<file path="src/rtl/instr_fetch.sv">
// instr_fetch: sequential instruction fetch front end.
// Issues one word read per cycle to a 1-cycle-latency instruction memory,
// buffers returned {pc, instr} pairs in a 2-entry FIFO and presents the head
// to decode. Redirects flush everything buffered or in flight.
//
// Output handshake: an instruction transfers to decode in a cycle where
// out_valid=1 and out_ready=1. While out_valid=1 and out_ready=0,
// out_instr/out_pc hold their value.
module instr_fetch #(
    parameter int ADDR_WIDTH  = 9,
    parameter int INSTR_WIDTH = 32
) (
    input  logic                   clk,
    input  logic                   rst,
    input  logic [ADDR_WIDTH-1:0]  pc,
    output logic [ADDR_WIDTH-1:0]  pc_next,
    output logic                   imem_en,
    output logic [ADDR_WIDTH-1:0]  imem_addr,
    input  logic [INSTR_WIDTH-1:0] imem_rdata,
    input  logic                   redirect_valid,
    input  logic [ADDR_WIDTH-1:0]  redirect_target,
    output logic                   out_valid,
    input  logic                   out_ready,
    output logic [INSTR_WIDTH-1:0] out_instr,
    output logic [ADDR_WIDTH-1:0]  out_pc
);

    // FIFO is a two-slot shift structure: slot 0 is the head and drives the
    // outputs straight from flops; slot 1 is the second entry.
    logic [1:0]             count_q, count_d;
    logic                   inflight_q, inflight_d;
    logic [ADDR_WIDTH-1:0]  inflight_pc_q, inflight_pc_d;
    logic [ADDR_WIDTH-1:0]  head_pc_q, head_pc_d;
    logic [INSTR_WIDTH-1:0] head_instr_q, head_instr_d;
    logic [ADDR_WIDTH-1:0]  tail_pc_q, tail_pc_d;
    logic [INSTR_WIDTH-1:0] tail_instr_q, tail_instr_d;

    logic       pop;
    logic       push;
    logic       issue;
    logic [1:0] occupancy;

    // Issue decision, PC steering and memory request.
    always_comb begin
        pop       = (count_q != 2'd0) & out_ready;
        push      = inflight_q & ~redirect_valid & ~rst;
        // Entries that will exist after this edge without a new issue; pop
        // implies count_q >= 1 so this never underflows.
        occupancy = count_q + {1'b0, inflight_q} - {1'b0, pop};
        issue     = ~rst & ~redirect_valid & (occupancy < 2'd2);

        imem_addr = pc;
        imem_en   = issue;
        if (rst) begin
            pc_next = '0;
        end else if (redirect_valid) begin
            pc_next = redirect_target;
        end else if (issue) begin
            pc_next = pc + {{(ADDR_WIDTH-1){1'b0}}, 1'b1};
        end else begin
            pc_next = pc;
        end
    end

    // Next-state for the FIFO and the in-flight tracker.
    always_comb begin
        count_d       = count_q;
        inflight_d    = inflight_q;
        inflight_pc_d = inflight_pc_q;
        head_pc_d     = head_pc_q;
        head_instr_d  = head_instr_q;
        tail_pc_d     = tail_pc_q;
        tail_instr_d  = tail_instr_q;

        if (rst) begin
            count_d      = 2'd0;
            inflight_d   = 1'b0;
            head_pc_d    = '0;
            head_instr_d = '0;
        end else if (redirect_valid) begin
            // A head popped this cycle has already been taken by decode;
            // everything else is dropped.
            count_d    = 2'd0;
            inflight_d = 1'b0;
        end else begin
            inflight_d = issue;
            if (issue) begin
                inflight_pc_d = pc;
            end
            case ({push, pop})
                2'b10: begin
                    if (count_q == 2'd0) begin
                        head_pc_d    = inflight_pc_q;
                        head_instr_d = imem_rdata;
                    end else begin
                        tail_pc_d    = inflight_pc_q;
                        tail_instr_d = imem_rdata;
                    end
                    count_d = count_q + 2'd1;
                end
                2'b01: begin
                    head_pc_d    = tail_pc_q;
                    head_instr_d = tail_instr_q;
                    count_d      = count_q - 2'd1;
                end
                2'b11: begin
                    if (count_q == 2'd1) begin
                        head_pc_d    = inflight_pc_q;
                        head_instr_d = imem_rdata;
                    end else begin
                        head_pc_d    = tail_pc_q;
                        head_instr_d = tail_instr_q;
                        tail_pc_d    = inflight_pc_q;
                        tail_instr_d = imem_rdata;
                    end
                end
                default: begin
                end
            endcase
        end
    end

    // State registers.
    always_ff @(posedge clk) begin
        count_q       <= count_d;
        inflight_q    <= inflight_d;
        inflight_pc_q <= inflight_pc_d;
        head_pc_q     <= head_pc_d;
        head_instr_q  <= head_instr_d;
        tail_pc_q     <= tail_pc_d;
        tail_instr_q  <= tail_instr_d;
    end

    assign out_valid = (count_q != 2'd0);
    assign out_pc    = head_pc_q;
    assign out_instr = head_instr_q;

endmodule

</file>
<file path="config.mk">
export PLATFORM = sky130hd
export DESIGN_NAME = instr_fetch
export DESIGN_NICKNAME = d
export VERILOG_FILES = /design/src/rtl/instr_fetch.sv
export SDC_FILE = /design/constraint.sdc
export NUM_CORES = 1
export LEC_CHECK = 0
export CAP_MARGIN = 20
export CORE_MARGIN = 8
export CORE_UTILIZATION = 37
export DETAILED_ROUTE_END_ITERATION = 8
export PLACE_DENSITY = 0.69
export SYNTH_ARGS = -nofsm -noshare
export SYNTH_HDL_FRONTEND = slang
export SYNTH_SLANG_ARGS = --single-unit
</file>
<file path="constraint.sdc">
create_clock -name clk -period 3.4 [get_ports clk]
set_input_delay 0.68 -clock clk [delete_from_list [all_inputs] [get_ports clk]]
set_output_delay 0.68 -clock clk [all_outputs]
set_load 0.005 [all_outputs]
</file>
-- After elaboration in Yosys (flattened, before gate mapping)
Cells that the tools add are included.
- register bits: 94
- input bits: 54
- output and inout bits: 61
- logic and storage cells: 52
- add/subtract/negate cells: 5
- magnitude comparators: 1
- equal/unequal tests: 7
- mux-type cells: 16
- bitwise logic cells: 7
- reductions and logical operators: 9
- operator list (cell ; count):
    32-bit two-way mux ; 4
    32-bit case mux with 3 select lines ; 1
    32-bit case mux with 2 select lines ; 1
    9-bit two-way mux ; 7
    9-bit case mux with 3 select lines ; 1
    9-bit case mux with 2 select lines ; 1
    9-bit by 1-bit adder with 9-bit output, second input constant ; 1
    2-bit inequality test, second input constant ; 3
    3-bit AND reduction ; 2
    2-bit nonzero test ; 3
    1-bit bitwise AND ; 5
    5-bit AND reduction ; 1
    2-bit by 1-bit == test with 1-bit output, second input constant ; 2
    2-bit == test, second input constant ; 2
    2-bit case mux with 2 select lines ; 1
    3-bit nonzero test ; 1
    2-bit by 1-bit adder with 2-bit output ; 1
    2-bit by 1-bit adder with 2-bit output, second input constant ; 1
    2-bit zero test ; 1
    2-bit < comparator, second input constant ; 1
    1-bit NOT ; 2
    2-bit OR reduction ; 1
    2-bit by 1-bit subtractor with 2-bit output ; 1
    2-bit by 1-bit subtractor with 2-bit output, second input constant ; 1

-- Logic depth before layout (Yosys ltp)
Gate-level depths: netlist of the first run.
- depth in word-level cells: 8
- depth in mapped cells: 10
- depth with buffers taken out: 9

-- Worst setup path before layout of the first run
Ideal clock, no wire load.
- path type: input to register
- start: input redirect_valid
- end: register tail_instr_q[0] (enable)
- library setup time: 0.401 ns
- arrival: 2.729 ns
- data required time: 2.999 ns
- setup slack: 0.270 ns
- stages on the path: 6
- path buffers: 2
- path through: buf_2 > buf_1 > or3_1 > inv_1 > ha_1 > o2111a_1
- word-level cells in the longest chain between the ends: 6
- elaborated cells between the ends (all ways): 9
- classes of those cells: eq/ne (4); bitwise (3); reduce/logical (2)
- RTL lines (what ; line ; source):
    start: declaration ; 20 ; input logic redirect_valid,
    1-bit NOT (no source line) * ; n/a ;
    1-bit bitwise AND (2 in series) ; 46 ; push = inflight_q & ~redirect_valid & ~rst;
    2-bit == test ; 90 ; case ({push, pop})
    2-bit inequality test (no source line) or 2-bit nonzero test (tied branches) ; n/a ;
    5-bit AND reduction (no source line) * ; n/a ;
    end signal: assignment ; 131 ; tail_instr_q <= tail_instr_d;
    end: declaration ; 36 ; logic [INSTR_WIDTH-1:0] tail_instr_q, tail_instr_d;
Mark *: on every way between the ends. The rest lies on a longest branch, timed or not.
A chain may end at the register's enable or synchronous reset.

-- Worst setup path in the final report of the first run
- start: register count_q[1]
- end: output pc_next[2]
- word-level cells in the longest chain between the ends: 8
- elaborated cells between the ends (all ways): 9
- classes of those cells: add/sub (2); order compare (1); mux (3); bitwise (2); reduce/logical (1)
- RTL lines (what ; line ; source):
    start: declaration ; 30 ; logic [1:0] count_q, count_d;
    start signal: assignment ; 125 ; count_q <= count_d;
    parallel branches: the longest is 2 deep, another holds 2-bit by 1-bit adder with 2-bit output ; n/a ;
    2-bit by 1-bit subtractor with 2-bit output * ; 49 ; occupancy = count_q + {1'b0, inflight_q} - {1'b0, pop};
    2-bit < comparator * ; 50 ; issue = ~rst & ~redirect_valid & (occupancy < 2'd2);
    1-bit bitwise AND * ; 50 ;
    9-bit two-way mux * ; 58 ; end else if (issue) begin
    9-bit two-way mux * ; 56 ; end else if (redirect_valid) begin
    9-bit two-way mux * ; 54 ; if (rst) begin
    end: declaration ; 16 ; output logic [ADDR_WIDTH-1:0] pc_next,
Mark *: on every way between the ends.

==> impl_metrics.prom, run 1 <==
# TYPE chip_impl_metric gauge
chip_impl_metric{name="finalHoldWorstSlack",unit="ns"} 0.455
chip_impl_metric{name="row_count",unit=""} 37
chip_impl_metric{name="timing.final.setup_violations",unit=""} 0
chip_impl_metric{name="io_pins",unit=""} 115
chip_impl_metric{name="yosys.area_share.xor_xnor",unit=""} 0.0112
chip_impl_info{name="worst_setup_path_end_kind",value="output port"} 1
chip_impl_metric{name="hpwl",unit="mm"} 7.24
chip_impl_metric{name="p_int",unit="mW"} 1.70
chip_impl_metric{name="synth-edff-count",unit=""} 50
chip_impl_metric{name="ys_ff_latch",unit=""} 94
chip_impl_metric{name="cts_buffer_count",unit=""} 9
chip_impl_metric{name="worstRegToRegCells",unit=""} 11
chip_impl_metric{name="vias_per_cell",unit=""} 5.25
chip_impl_info{name="critPathKind",value="reg -> out"} 1
chip_impl_metric{name="cts_clock_pin_slew_for_the_worst_setup_and_hold_paths",unit="ns"} 0.10
chip_impl_metric{name="antenna_found_initial",unit=""} 0
chip_impl_info{name="ctsRootBufferMaster",value="sky130_fd_sc_hd__clkbuf_8"} 1
chip_impl_metric{name="syn2layout_area_growth",unit="%"} 46.3
chip_impl_metric{name="slew_viol_final",unit=""} 0
chip_impl_metric{name="share_of_total_power_in_sequential_cells",unit=""} 0.548
chip_impl_metric{name="max-clock-path-buffers",unit=""} 2
chip_impl_metric{name="finalWeightedCongestion",unit=""} 0.793
chip_impl_metric{name="synth_compound_gate_area_share",unit=""} 0.145
chip_impl_metric{name="cp_data_arrival_time",unit="ns"} 2.60
chip_impl_metric{name="hold-path-cell-count",unit=""} 0
chip_impl_metric{name="first_global_vias",unit=""} 3324
chip_impl_metric{name="maxCapViolCount",unit=""} 0
chip_impl_info{name="critical_path.startpoint_type",value="flop"} 1
chip_impl_metric{name="global_route.usage.total",unit=""} 0.149
chip_impl_metric{name="number_of_endpoints_with_negative_hold_slack_in_the_final_report",unit=""} 0
chip_impl_info{name="min_path_type",value="reg -> reg"} 1
chip_impl_metric{name="floorplan.die_area",unit="µm²"} 14100
chip_impl_metric{name="design_area",unit="µm²"} 5700
chip_impl_metric{name="insertedDiodeCount",unit=""} 0
chip_impl_metric{name="cts.sink_count",unit=""} 94
chip_impl_metric{name="syn-instance-count",unit=""} 347
chip_impl_metric{name="upper_clock_frequency_limit",unit="MHz"} 305
chip_impl_metric{name="global_route.overflow_total",unit=""} 0
chip_impl_metric{name="drt_first_iter_violations",unit=""} 260
chip_impl_metric{name="floorplan.initialDensity",unit=""} 0.379
chip_impl_metric{name="syn-cell-area",unit="µm²"} 3890
chip_impl_info{name="layout.cells.most_common",value="sky130_fd_sc_hd__clkdlybuf4s50_1"} 1
chip_impl_metric{name="pin_count_of_the_biggest_net_entering_global_routing",unit=""} 53
chip_impl_info{name="cts_tree",value="built"} 1
chip_impl_metric{name="yosys_warnings",unit=""} 0
chip_impl_info{name="cp_cell_sequence",value="inv_2, ha_4, nand2b_4, inv_4, ha_4, xor2_4, buf_4, xnor2_4, buf_6, buf_4, buf_4, and4_4, o31a_1, buf_2"} 1
chip_impl_metric{name="timing.final.crit_share",unit=""} 0.965
chip_impl_metric{name="route.vias.total",unit=""} 3263
chip_impl_metric{name="cp.required",unit="ns"} 2.72
chip_impl_metric{name="port-buffer-count",unit=""} 114
chip_impl_metric{name="share_of_synthesized_cell_area_in_full_adder_half_adder_and_majority_cells",unit=""} 0.0225
chip_impl_metric{name="critPathMaxStageDelay",unit="ns"} 0.34
chip_impl_metric{name="drtPass1Iterations",unit=""} 4
chip_impl_metric{name="share_comb_of_total_power",unit=""} 0.143
chip_impl_metric{name="peak_ir_drop_on_the_vdd_network",unit="V"} 0.000171
chip_impl_info{name="cpMaxStageDelayCell",value="sky130_fd_sc_hd__dfxtp_2"} 1
chip_impl_metric{name="synth.mux.area_fraction",unit=""} 0
chip_impl_metric{name="timing.max_slew.rel_slack",unit=""} 0.520
chip_impl_metric{name="insertion_delay",unit="ns"} 0.36
chip_impl_metric{name="detail-route-antenna-nets",unit=""} 0
chip_impl_metric{name="synth.avg_cell_area",unit="µm²"} 11.2
chip_impl_metric{name="drt_wl_total",unit="mm"} 10.7
chip_impl_info{name="path_common_cell",value="sky130_fd_sc_hd__buf_4"} 1
chip_impl_metric{name="post_dp_cell_area",unit="µm²"} 5290
chip_impl_metric{name="ys_types",unit=""} 39
chip_impl_info{name="synth_ff_type",value="sky130_fd_sc_hd__edfxtp_1"} 1
chip_impl_metric{name="p_per_area",unit="nW/µm²"} 399
chip_impl_metric{name="nets_in_the_synthesized_netlist",unit=""} 408
chip_impl_metric{name="finClkSkew",unit="ns"} 0.0106
chip_impl_metric{name="n_fill_cell",unit=""} 914
chip_impl_metric{name="floorplan.core_area",unit="µm²"} 10300
chip_impl_metric{name="p_leak",unit="nW"} 2.00
chip_impl_metric{name="switching_share",unit=""} 0.254
chip_impl_metric{name="wl_per_cell",unit="µm"} 17.2
chip_impl_metric{name="ys_seq_area_frac",unit=""} 0.612
chip_impl_metric{name="worst-path-max-fanout",unit=""} 4
chip_impl_info{name="rsz0062_at_grt",value="false"} 1
chip_impl_info{name="status",value="completed"} 1
chip_impl_metric{name="synth_simple_gate_area_share",unit=""} 0.149
chip_impl_metric{name="hold_buf_cts",unit=""} 0
chip_impl_metric{name="cts_max_level",unit=""} 3
chip_impl_metric{name="grt_first_pass_wirelength",unit="mm"} 17.3
chip_impl_metric{name="multiInputGateArea",unit="µm²"} 1420
chip_impl_metric{name="die_x",unit="µm"} 119
chip_impl_metric{name="dieHeight",unit="µm"} 119
chip_impl_metric{name="postSynth.asyncResetShare",unit=""} 0
chip_impl_info{name="mostFrequentLayoutCells",value="sky130_fd_sc_hd__clkdlybuf4s50_1, sky130_fd_sc_hd__nor2_1, sky130_fd_sc_hd__edfxtp_1, sky130_fd_sc_hd__a221oi_1, sky130_fd_sc_hd__dfxtp_1"} 1
chip_impl_metric{name="drive_above_1_share",unit=""} 0.179
chip_impl_metric{name="finalNetCount",unit=""} 541
chip_impl_info{name="largest_family_of_logic_cells_by_synthesized_area",value="simple AND/OR/NAND/NOR gates"} 1
chip_impl_metric{name="period_minus_slack",unit="ns"} 3.28
chip_impl_metric{name="drc",unit=""} 0
chip_impl_metric{name="netSwitchingPower",unit="mW"} 0.577
chip_impl_metric{name="regArea",unit="µm²"} 2380
chip_impl_metric{name="tightest_slew",unit="ns"} 0.717
chip_impl_metric{name="clock_share_of_power",unit=""} 0.309
[stage by stage]
stage               worst slack [ns]  std cells  total power [mW]  TNS (ns)  utilization
global route                  0.0329        621              2.38         0        0.554
global placement              -0.508        593              1.58     -4.26        0.515
CTS                          0.00222        616              2.29         0        0.546
floorplan                      0.270        347              1.39         0            -
finish                         0.118        621              2.27         0        0.554
detailed placement            -0.631        593              1.59     -4.91        0.515
[path summary, 6_finish.rpt]
check	startpoint	to	slack (ns)
setup / recovery	count_q[1]$_SDFFE_PP0P_	pc_next[2]	0.12
setup reg to reg	count_q[1]$_SDFFE_PP0P_	inflight_pc_q[4]$_DFFE_PP_	0.86
hold reg to reg	inflight_pc_q[5]$_DFFE_PP_	tail_pc_q[5]$_DFFE_PP_	0.45
hold / removal	inflight_pc_q[5]$_DFFE_PP_	tail_pc_q[5]$_DFFE_PP_	0.45
[kinds of logic after synthesis]
logic type / Yosys count
flip-flops: 94
adder cells (fa/ha/maj): 7
AO/OA/AOI/OAI: 66
buffers and inverters: 49
AND/OR/NAND/NOR: 126
XOR/XNOR: 5
[sequential cells by signal, indices dropped and copies added (netlist names)]
name and flops:
out_pc 9, out_instr 32, tail_pc_q 9, tail_instr_q 32, count_q 2, inflight_pc_q 9, inflight_q 1
[Yosys cell counts (all sizes together) (4+ instances only)]
cell    number  area [µm²]
nor2        58         220
edfxtp      50        1500
dfxtp       44         881
a221oi      43         377
nor3        41         205
buf         22         134
clkbuf      14        52.6
inv         12        45.0
ha           7        87.6
nand2        7        26.3
a311oi       4        35.0
xor2         4        35.0
[what timing repair did]
action / CTS / global route
endpoints found under the setup margin: 10 / 10
setup buffers: 6 / 5
cloned: 1 / 0
pin swaps: 10 / 3
resized for setup: 38 / 17
[worst max-delay path, delay by kind of cell, from the launching register on]
kind,cells,cell delay [ns]
DFF,1,0.34
and+or+nand+nor,2,0.30
buffers and inverters,7,0.75
adders and majority gates,2,0.31
AOI/OAI and AO/OA,1,0.26
xor gates and xnor gates,2,0.29
[per-layer routing]
| metal | global-route usage | share of wire | vias up |
|---|---|---|---|
| li1 | - | - | 1565 |
| met1 | 0.177 | 0.43 | 1571 |
| met2 | 0.254 | 0.49 | 110 |
| met3 | 0.0395 | 0.059 | 17 |
| met4 | 0.0553 | 0.018 | 0 |
| met5 | 0 | 0 | - |
[power by group through the flow]
stage                     registers (mW)  logic [mW]  clock network, mW
final                               1.25       0.325              0.703
after global placement              1.27       0.308                  0
after CTS                           1.25       0.321              0.725
after detailed placement            1.27       0.313                  0
after global routing                1.25       0.355              0.773
after floorplan                     1.27       0.115                  0
[area by class of cell]
class	instances	area share
timing repair buffer	157	0.259
multi-input combinational	205	0.249
clock buffer	9	0.0217
sequential	94	0.419
clock inverter	7	0.0119
inverter	13	0.00901
tap	136	0.0299
No activity file was read; power rests on OpenSTA's default activity.
==> run 2, diff against run 1 <==
- CORE_MARGIN: 8 -> 5
==> run 2 against run 1 <==
Compared with the run above:
- maximum frequency grew 0.14%
- flip-flop and latch count unchanged
- non-clock buffer count fell by 1
- sequential share of layout area shrank 0.17 points
- routed wire length is 5.4% lower
==> impl_metrics.prom, run 2 (synthesis results as in run 1) <==
# TYPE chip_impl_metric gauge
chip_impl_metric{name="slew_viol_final",unit=""} 0
chip_impl_metric{name="hold_buf_cts",unit=""} 0
chip_impl_metric{name="drc",unit=""} 0
chip_impl_metric{name="grt_first_pass_wirelength",unit="mm"} 16.1
chip_impl_metric{name="regArea",unit="µm²"} 2380
chip_impl_info{name="layout.cells.most_common",value="sky130_fd_sc_hd__clkdlybuf4s50_1"} 1
chip_impl_metric{name="hpwl",unit="mm"} 6.69
chip_impl_metric{name="fin_cells",unit=""} 620
chip_impl_metric{name="timing.final.crit_share",unit=""} 0.964
chip_impl_metric{name="finalWeightedCongestion",unit=""} 0.841
chip_impl_metric{name="port-buffer-count",unit=""} 114
chip_impl_metric{name="worstRegToRegCells",unit=""} 12
chip_impl_metric{name="finalHoldWorstSlack",unit="ns"} 0.458
chip_impl_info{name="critPathKind",value="reg -> out"} 1
chip_impl_metric{name="power.total",unit="mW"} 2.32
chip_impl_metric{name="pre_cts_slack",unit="ns"} -0.619
chip_impl_metric{name="multiInputGateArea",unit="µm²"} 1430
chip_impl_metric{name="pin_count_of_the_biggest_net_entering_global_routing",unit=""} 43
chip_impl_metric{name="dieHeight",unit="µm"} 113
chip_impl_info{name="hold_path_startpoint",value="inflight_pc_q[3]$_DFFE_PP_"} 1
chip_impl_metric{name="die_x",unit="µm"} 113
chip_impl_metric{name="clock_share_of_power",unit=""} 0.322
chip_impl_metric{name="ff2ff_setup_slack",unit="ns"} 1.08
chip_impl_metric{name="io_pins",unit=""} 115
chip_impl_metric{name="max-clock-path-buffers",unit=""} 2
chip_impl_info{name="rr_startpoint",value="count_q[1]$_SDFFE_PP0P_"} 1
chip_impl_metric{name="drt_wl_total",unit="mm"} 10.1
chip_impl_metric{name="cts_buffer_count",unit=""} 9
chip_impl_metric{name="global_route.usage.total",unit=""} 0.155
chip_impl_info{name="cp_cell_sequence",value="inv_2, ha_4, nand2b_4, inv_2, ha_4, nor2b_4, buf_12, buf_12, xor2_4, or3_1, a311oi_2, buf_2"} 1
chip_impl_metric{name="peak_ir_drop_on_the_vdd_network",unit="V"} 0.000175
chip_impl_metric{name="period_minus_slack",unit="ns"} 3.28
chip_impl_metric{name="upper_clock_frequency_limit",unit="MHz"} 305
chip_impl_metric{name="drive_above_1_share",unit=""} 0.186
chip_impl_metric{name="wl_per_cell",unit="µm"} 16.3
chip_impl_info{name="cpMaxStageDelayCell",value="sky130_fd_sc_hd__or3_1"} 1
chip_impl_metric{name="netSwitchingPower",unit="mW"} 0.540
chip_impl_metric{name="n_fill_cell",unit=""} 907
chip_impl_metric{name="number_of_endpoints_with_negative_hold_slack_in_the_final_report",unit=""} 0
chip_impl_info{name="worst_setup_path_end_kind",value="output port"} 1
chip_impl_metric{name="vias_per_cell",unit=""} 5.22
chip_impl_metric{name="worst-path-max-fanout",unit=""} 5
chip_impl_metric{name="dp.cells",unit=""} 593
chip_impl_metric{name="first_global_vias",unit=""} 3255
chip_impl_metric{name="tightest_slew",unit="ns"} 0.447
chip_impl_metric{name="syn2layout_area_growth",unit="%"} 46.9
chip_impl_metric{name="switching_share",unit=""} 0.233
chip_impl_metric{name="p_int",unit="mW"} 1.78
chip_impl_info{name="mostFrequentLayoutCells",value="sky130_fd_sc_hd__clkdlybuf4s50_1, sky130_fd_sc_hd__nor2_1, sky130_fd_sc_hd__edfxtp_1, sky130_fd_sc_hd__a221oi_1, sky130_fd_sc_hd__dfxtp_1"} 1
chip_impl_metric{name="hold-path-cell-count",unit=""} 0
chip_impl_metric{name="design_area",unit="µm²"} 5720
chip_impl_metric{name="insertion_delay",unit="ns"} 0.35
chip_impl_info{name="status",value="completed"} 1
chip_impl_info{name="cts_tree",value="built"} 1
chip_impl_info{name="critical_path.startpoint_type",value="flop"} 1
chip_impl_metric{name="detail-route-antenna-nets",unit=""} 0
chip_impl_info{name="min_path_type",value="reg -> reg"} 1
chip_impl_metric{name="insertedDiodeCount",unit=""} 0
chip_impl_metric{name="finClkSkew",unit="ns"} 0.0196
chip_impl_metric{name="floorplan.initialDensity",unit=""} 0.379
chip_impl_metric{name="cts.sink_count",unit=""} 94
chip_impl_info{name="hold_end",value="tail_pc_q[3]$_DFFE_PP_"} 1
chip_impl_metric{name="global_route.overflow_total",unit=""} 0
chip_impl_metric{name="p_leak",unit="nW"} 2.02
chip_impl_metric{name="drt_first_iter_violations",unit=""} 183
chip_impl_metric{name="cts_max_level",unit=""} 3
chip_impl_metric{name="floorplan.core_area",unit="µm²"} 10300
chip_impl_info{name="ctsRootBufferMaster",value="sky130_fd_sc_hd__clkbuf_8"} 1
chip_impl_metric{name="route.vias.total",unit=""} 3239
chip_impl_metric{name="row_count",unit=""} 37
chip_impl_metric{name="antenna_found_initial",unit=""} 0
chip_impl_metric{name="cp_data_arrival_time",unit="ns"} 2.60
chip_impl_metric{name="critPathMaxStageDelay",unit="ns"} 0.39
chip_impl_metric{name="finalNetCount",unit=""} 540
chip_impl_metric{name="share_comb_of_total_power",unit=""} 0.140
chip_impl_metric{name="drtPass1Iterations",unit=""} 4
chip_impl_metric{name="timing.final.setup_violations",unit=""} 0
chip_impl_metric{name="floorplan.die_area",unit="µm²"} 12700
chip_impl_metric{name="postLayoutSetupSlackWorst",unit="ns"} 0.122
chip_impl_metric{name="p_per_area",unit="nW/µm²"} 405
chip_impl_metric{name="maxCapViolCount",unit=""} 0
chip_impl_metric{name="cp.required",unit="ns"} 2.72
chip_impl_metric{name="share_of_total_power_in_sequential_cells",unit=""} 0.538
chip_impl_metric{name="timing.max_slew.rel_slack",unit=""} 0.702
chip_impl_metric{name="cts_clock_pin_slew_for_the_worst_setup_and_hold_paths",unit="ns"} 0.10
chip_impl_metric{name="post_dp_cell_area",unit="µm²"} 5280
chip_impl_info{name="worstReg2RegEnd",value="out_pc[1]$_SDFFE_PP0P_"} 1
## run 2: power by group through the flow
stage	Combinational, mW	Clock [mW]	Sequential [mW]
floorplan	0.115	0	1.27
global placement	0.304	0	1.27
detailed placement	0.308	0	1.27
CTS	0.320	0.781	1.25
global route	0.352	0.829	1.25
finish	0.324	0.747	1.25
## run 2: area by class of cell
class / instances / area share
tap: 136 / 0.0298
inverter: 13 / 0.00853
timing repair buffer: 156 / 0.259
clock buffer: 10 / 0.0241
clock inverter: 6 / 0.0116
sequential: 94 / 0.417
multi-input combinational: 205 / 0.250
## run 2: how the worst max path moves through the flow
stage | start | endpoint | slack, ns | cells after the start
finish | count_q[1]$_SDFFE_PP0P_ | pc_next[0] | 0.12 | 12
detailed placement | out_ready | pc_next[3] | -0.62 | 9
global route | count_q[1]$_SDFFE_PP0P_ | pc_next[0] | -0.02 | 11
CTS | out_ready | pc_next[3] | -0.03 | 11
floorplan | redirect_valid | tail_instr_q[0]$_DFFE_PP_ | 0.27 | 6
global placement | out_ready | pc_next[1] | -0.49 | 9
## run 2: metrics by stage
stage | TNS [ns] | util
detailed placement | -5.05 | 0.514
finish | 0 | 0.556
CTS | -0.0342 | 0.551
floorplan | 0 | -
global placement | -4.29 | 0.514
global route | -0.0226 | 0.556
## run 2: critical path: cells and delay by family, from the launching register on
family	cells	cell delay [ns]
AO/OA/AOI/OAI	1	0.28
XOR/XNOR	1	0.16
adder cells (fa/ha/maj)	2	0.39
buffers and inverters	5	0.52
flip-flops	1	0.33
AND/OR/NAND/NOR	3	0.55
## run 2: timing repair
item,CTS,global route
endpoints found under the setup margin,10,9
endpoints found under the hold margin,0,0
gates cloned,1,0
setup buffers,6,4
resized for setup,43,14
pin swaps,6,6
## run 2: routing by layer
metal  track usage  routed length (µm)  part of all wire
met5             0                   0                 0
met4        0.0649                 148             0.015
met3        0.0410                 694             0.069
met2         0.261                5120              0.51
met1         0.188                4120              0.41
==> run 3, diff against run 2 <==
- CTS_BUF_LIST: not set -> sky130_fd_sc_hd__clkbuf_2
==> run 3 against run 2 <==
Compared with the run above:
- the flow now finishes with violations (setup timing)
- critical path depth unchanged
- flip-flop and latch count unchanged
- power decreased by 7.1%
- utilization increased by 3.4 points
- largest power group unchanged
==> impl_metrics.prom, run 3 (synthesis results as in run 1) <==
# TYPE chip_impl_metric gauge
chip_impl_metric{name="insertion_delay",unit="ns"} 0.51
chip_impl_metric{name="design_area",unit="µm²"} 6070
chip_impl_metric{name="p_per_area",unit="nW/µm²"} 355
chip_impl_info{name="ctsRootBufferMaster",value="sky130_fd_sc_hd__clkbuf_2"} 1
chip_impl_metric{name="finClkSkew",unit="ns"} 0.0446
chip_impl_metric{name="peak_ir_drop_on_the_vdd_network",unit="V"} 0.000162
chip_impl_metric{name="drc",unit=""} 0
chip_impl_metric{name="cts_max_level",unit=""} 3
chip_impl_metric{name="die_x",unit="µm"} 113
chip_impl_metric{name="finalNetCount",unit=""} 557
chip_impl_info{name="worst_setup_path_end_kind",value="output port"} 1
chip_impl_metric{name="tightest_slew",unit="ns"} 0.619
chip_impl_metric{name="timing.final.setup_violations",unit=""} 1
chip_impl_info{name="critical_path.startpoint_type",value="input port"} 1
chip_impl_metric{name="finalHoldWorstSlack",unit="ns"} 0.486
chip_impl_info{name="failing_checks",value="setup timing"} 1
chip_impl_metric{name="slew_viol_final",unit=""} 0
chip_impl_metric{name="detail-route-antenna-nets",unit=""} 0
chip_impl_metric{name="finalWeightedCongestion",unit=""} 0.841
chip_impl_metric{name="cts.sink_count",unit=""} 94
chip_impl_info{name="mostFrequentLayoutCells",value="sky130_fd_sc_hd__clkdlybuf4s50_1, sky130_fd_sc_hd__nor2_1, sky130_fd_sc_hd__edfxtp_1, sky130_fd_sc_hd__buf_4, sky130_fd_sc_hd__dfxtp_1"} 1
chip_impl_metric{name="floorplan.die_area",unit="µm²"} 12700
chip_impl_metric{name="dieHeight",unit="µm"} 113
chip_impl_metric{name="share_comb_of_total_power",unit=""} 0.163
chip_impl_metric{name="hold_buf_cts",unit=""} 0
chip_impl_metric{name="hpwl",unit="mm"} 6.69
chip_impl_metric{name="share_of_total_power_in_sequential_cells",unit=""} 0.581
chip_impl_metric{name="fin_util",unit=""} 0.591
chip_impl_metric{name="maxCapViolCount",unit=""} 0
chip_impl_metric{name="p_int",unit="mW"} 1.60
chip_impl_metric{name="timing.final.crit_share",unit=""} 1.01
chip_impl_metric{name="upper_clock_frequency_limit",unit="MHz"} 291
chip_impl_metric{name="drive_above_1_share",unit=""} 0.285
chip_impl_metric{name="cp.required",unit="ns"} 2.72
chip_impl_metric{name="netSwitchingPower",unit="mW"} 0.553
chip_impl_metric{name="vias_per_cell",unit=""} 5.36
chip_impl_metric{name="max-clock-path-buffers",unit=""} 2
chip_impl_metric{name="cts_clock_pin_slew_for_the_worst_setup_and_hold_paths",unit="ns"} 0.20
chip_impl_metric{name="pin_count_of_the_biggest_net_entering_global_routing",unit=""} 43
chip_impl_metric{name="grt_first_pass_wirelength",unit="mm"} 16.4
chip_impl_metric{name="cp_data_arrival_time",unit="ns"} 2.76
chip_impl_metric{name="first_global_vias",unit=""} 3307
chip_impl_metric{name="drt_wl_total",unit="mm"} 11.5
chip_impl_metric{name="drtPass1Iterations",unit=""} 5
chip_impl_metric{name="clock_share_of_power",unit=""} 0.256
chip_impl_metric{name="syn2layout_area_growth",unit="%"} 55.9
chip_impl_metric{name="row_count",unit=""} 37
chip_impl_metric{name="timing.max_slew.rel_slack",unit=""} 0.587
chip_impl_info{name="critPathKind",value="in -> out"} 1
chip_impl_metric{name="antenna_found_initial",unit=""} 0
chip_impl_info{name="layout.cells.most_common",value="sky130_fd_sc_hd__clkdlybuf4s50_1"} 1
chip_impl_info{name="cts_tree",value="built"} 1
chip_impl_metric{name="worst-path-max-fanout",unit=""} 5
chip_impl_metric{name="switching_share",unit=""} 0.257
chip_impl_metric{name="period_minus_slack",unit="ns"} 3.44
chip_impl_metric{name="floorplan.initialDensity",unit=""} 0.379
chip_impl_metric{name="port-buffer-count",unit=""} 114
chip_impl_metric{name="number_of_endpoints_with_negative_hold_slack_in_the_final_report",unit=""} 0
chip_impl_info{name="status",value="finished with violations"} 1
chip_impl_info{name="min_path_type",value="reg -> reg"} 1
chip_impl_metric{name="floorplan.core_area",unit="µm²"} 10300
chip_impl_metric{name="global_route.overflow_total",unit=""} 0
chip_impl_metric{name="route.vias.total",unit=""} 3415
chip_impl_info{name="rsz0062_at_grt",value="true"} 1
chip_impl_metric{name="wl_per_cell",unit="µm"} 18.1
chip_impl_metric{name="p_leak",unit="nW"} 2.16
chip_impl_metric{name="drt_first_iter_violations",unit=""} 231
chip_impl_metric{name="post_dp_cell_area",unit="µm²"} 5280
chip_impl_metric{name="insertedDiodeCount",unit=""} 0
chip_impl_metric{name="postLayoutSetupSlackWorst",unit="ns"} -0.0406
chip_impl_metric{name="global_route.usage.total",unit=""} 0.157
chip_impl_metric{name="cts_buffer_count",unit=""} 9
chip_impl_metric{name="io_pins",unit=""} 115
-- run 3: cell types whose count changed in the layout (fill, tap and decap cells not counted), moves of 3 or more --
cell and change:
sky130_fd_sc_hd__clkbuf_16 +3, sky130_fd_sc_hd__clkbuf_8 -10, sky130_fd_sc_hd__buf_6 +7, sky130_fd_sc_hd__buf_2 +5, sky130_fd_sc_hd__clkbuf_2 +6, sky130_fd_sc_hd__a221oi_1 -29
sky130_fd_sc_hd__buf_4 +7, sky130_fd_sc_hd__a221oi_2 +28
-- run 3: repair_timing --
item	CTS	global route
gates cloned	1	6
setup endpoints to repair	10	79
gates resized for setup	60	52
setup buffers	22	4
pin swaps	10	28
-- run 3: worst paths after layout --
kind,startpoint,end,slack (ns),cells past startpoint
setup / recovery,out_ready,pc_next[0],-0.04,12
hold / removal,inflight_pc_q[4]$_DFFE_PP_,tail_pc_q[4]$_DFFE_PP_,0.49,0
setup reg to reg,count_q[0]$_SDFFE_PP0P_,out_pc[0]$_SDFFE_PP0P_,0.22,20
hold reg to reg,inflight_pc_q[4]$_DFFE_PP_,tail_pc_q[4]$_DFFE_PP_,0.49,0
-- run 3: metal layers --
metal  track usage  wire length (µm)
met1         0.196              4840
met2         0.268              5820
met3        0.0367               746
met4        0.0529                95
met5             0                 0
-- run 3: power by group through the flow --
stage	Clock [mW]	Sequential, mW	Combinational, mW
finish	0.551	1.25	0.351
global route	0.621	1.26	0.377
CTS	0.568	1.25	0.329
detailed placement	0	1.27	0.308
global placement	0	1.27	0.304
floorplan	0	1.27	0.115
-- run 3: per-stage QoR --
stage          setup WS [ns]  setup TNS, ns  std cells  total power [mW]
5_1_grt               -0.193          -1.34        637              2.25
4_1_cts              -0.0452        -0.0810        630              2.15
3_3_place_gp          -0.494          -4.29        593              1.58
6_report             -0.0406        -0.0406        637              2.15
3_5_place_dp          -0.619          -5.05        593              1.58
2_1_floorplan          0.270              0        347              1.39
-- run 3: cell type report --
| class | count | area [µm²] |
|---|---|---|
| clock buffer | 9 | 45.0 |
| multi-input combinational | 205 | 1680 |
| sequential | 94 | 2380 |
| timing repair buffer | 173 | 1670 |
| inverter | 13 | 51.3 |
| tap | 136 | 170 |
| fill | 872 | 4210 |
| clock inverter | 7 | 70.1 |
-- run 3: critical path, cell delays in order --
cell and delay [ns]:
sky130_fd_sc_hd__clkdlybuf4s50_1 0.53, sky130_fd_sc_hd__nand2b_4 0.08, sky130_fd_sc_hd__inv_4 0.06, sky130_fd_sc_hd__ha_4 0.15
sky130_fd_sc_hd__xor2_4 0.17, sky130_fd_sc_hd__buf_6 0.15, sky130_fd_sc_hd__buf_12 0.10, sky130_fd_sc_hd__xor2_4 0.23
sky130_fd_sc_hd__buf_6 0.14, sky130_fd_sc_hd__o21ai_2 0.05, sky130_fd_sc_hd__a311oi_2 0.24, sky130_fd_sc_hd__buf_2 0.17
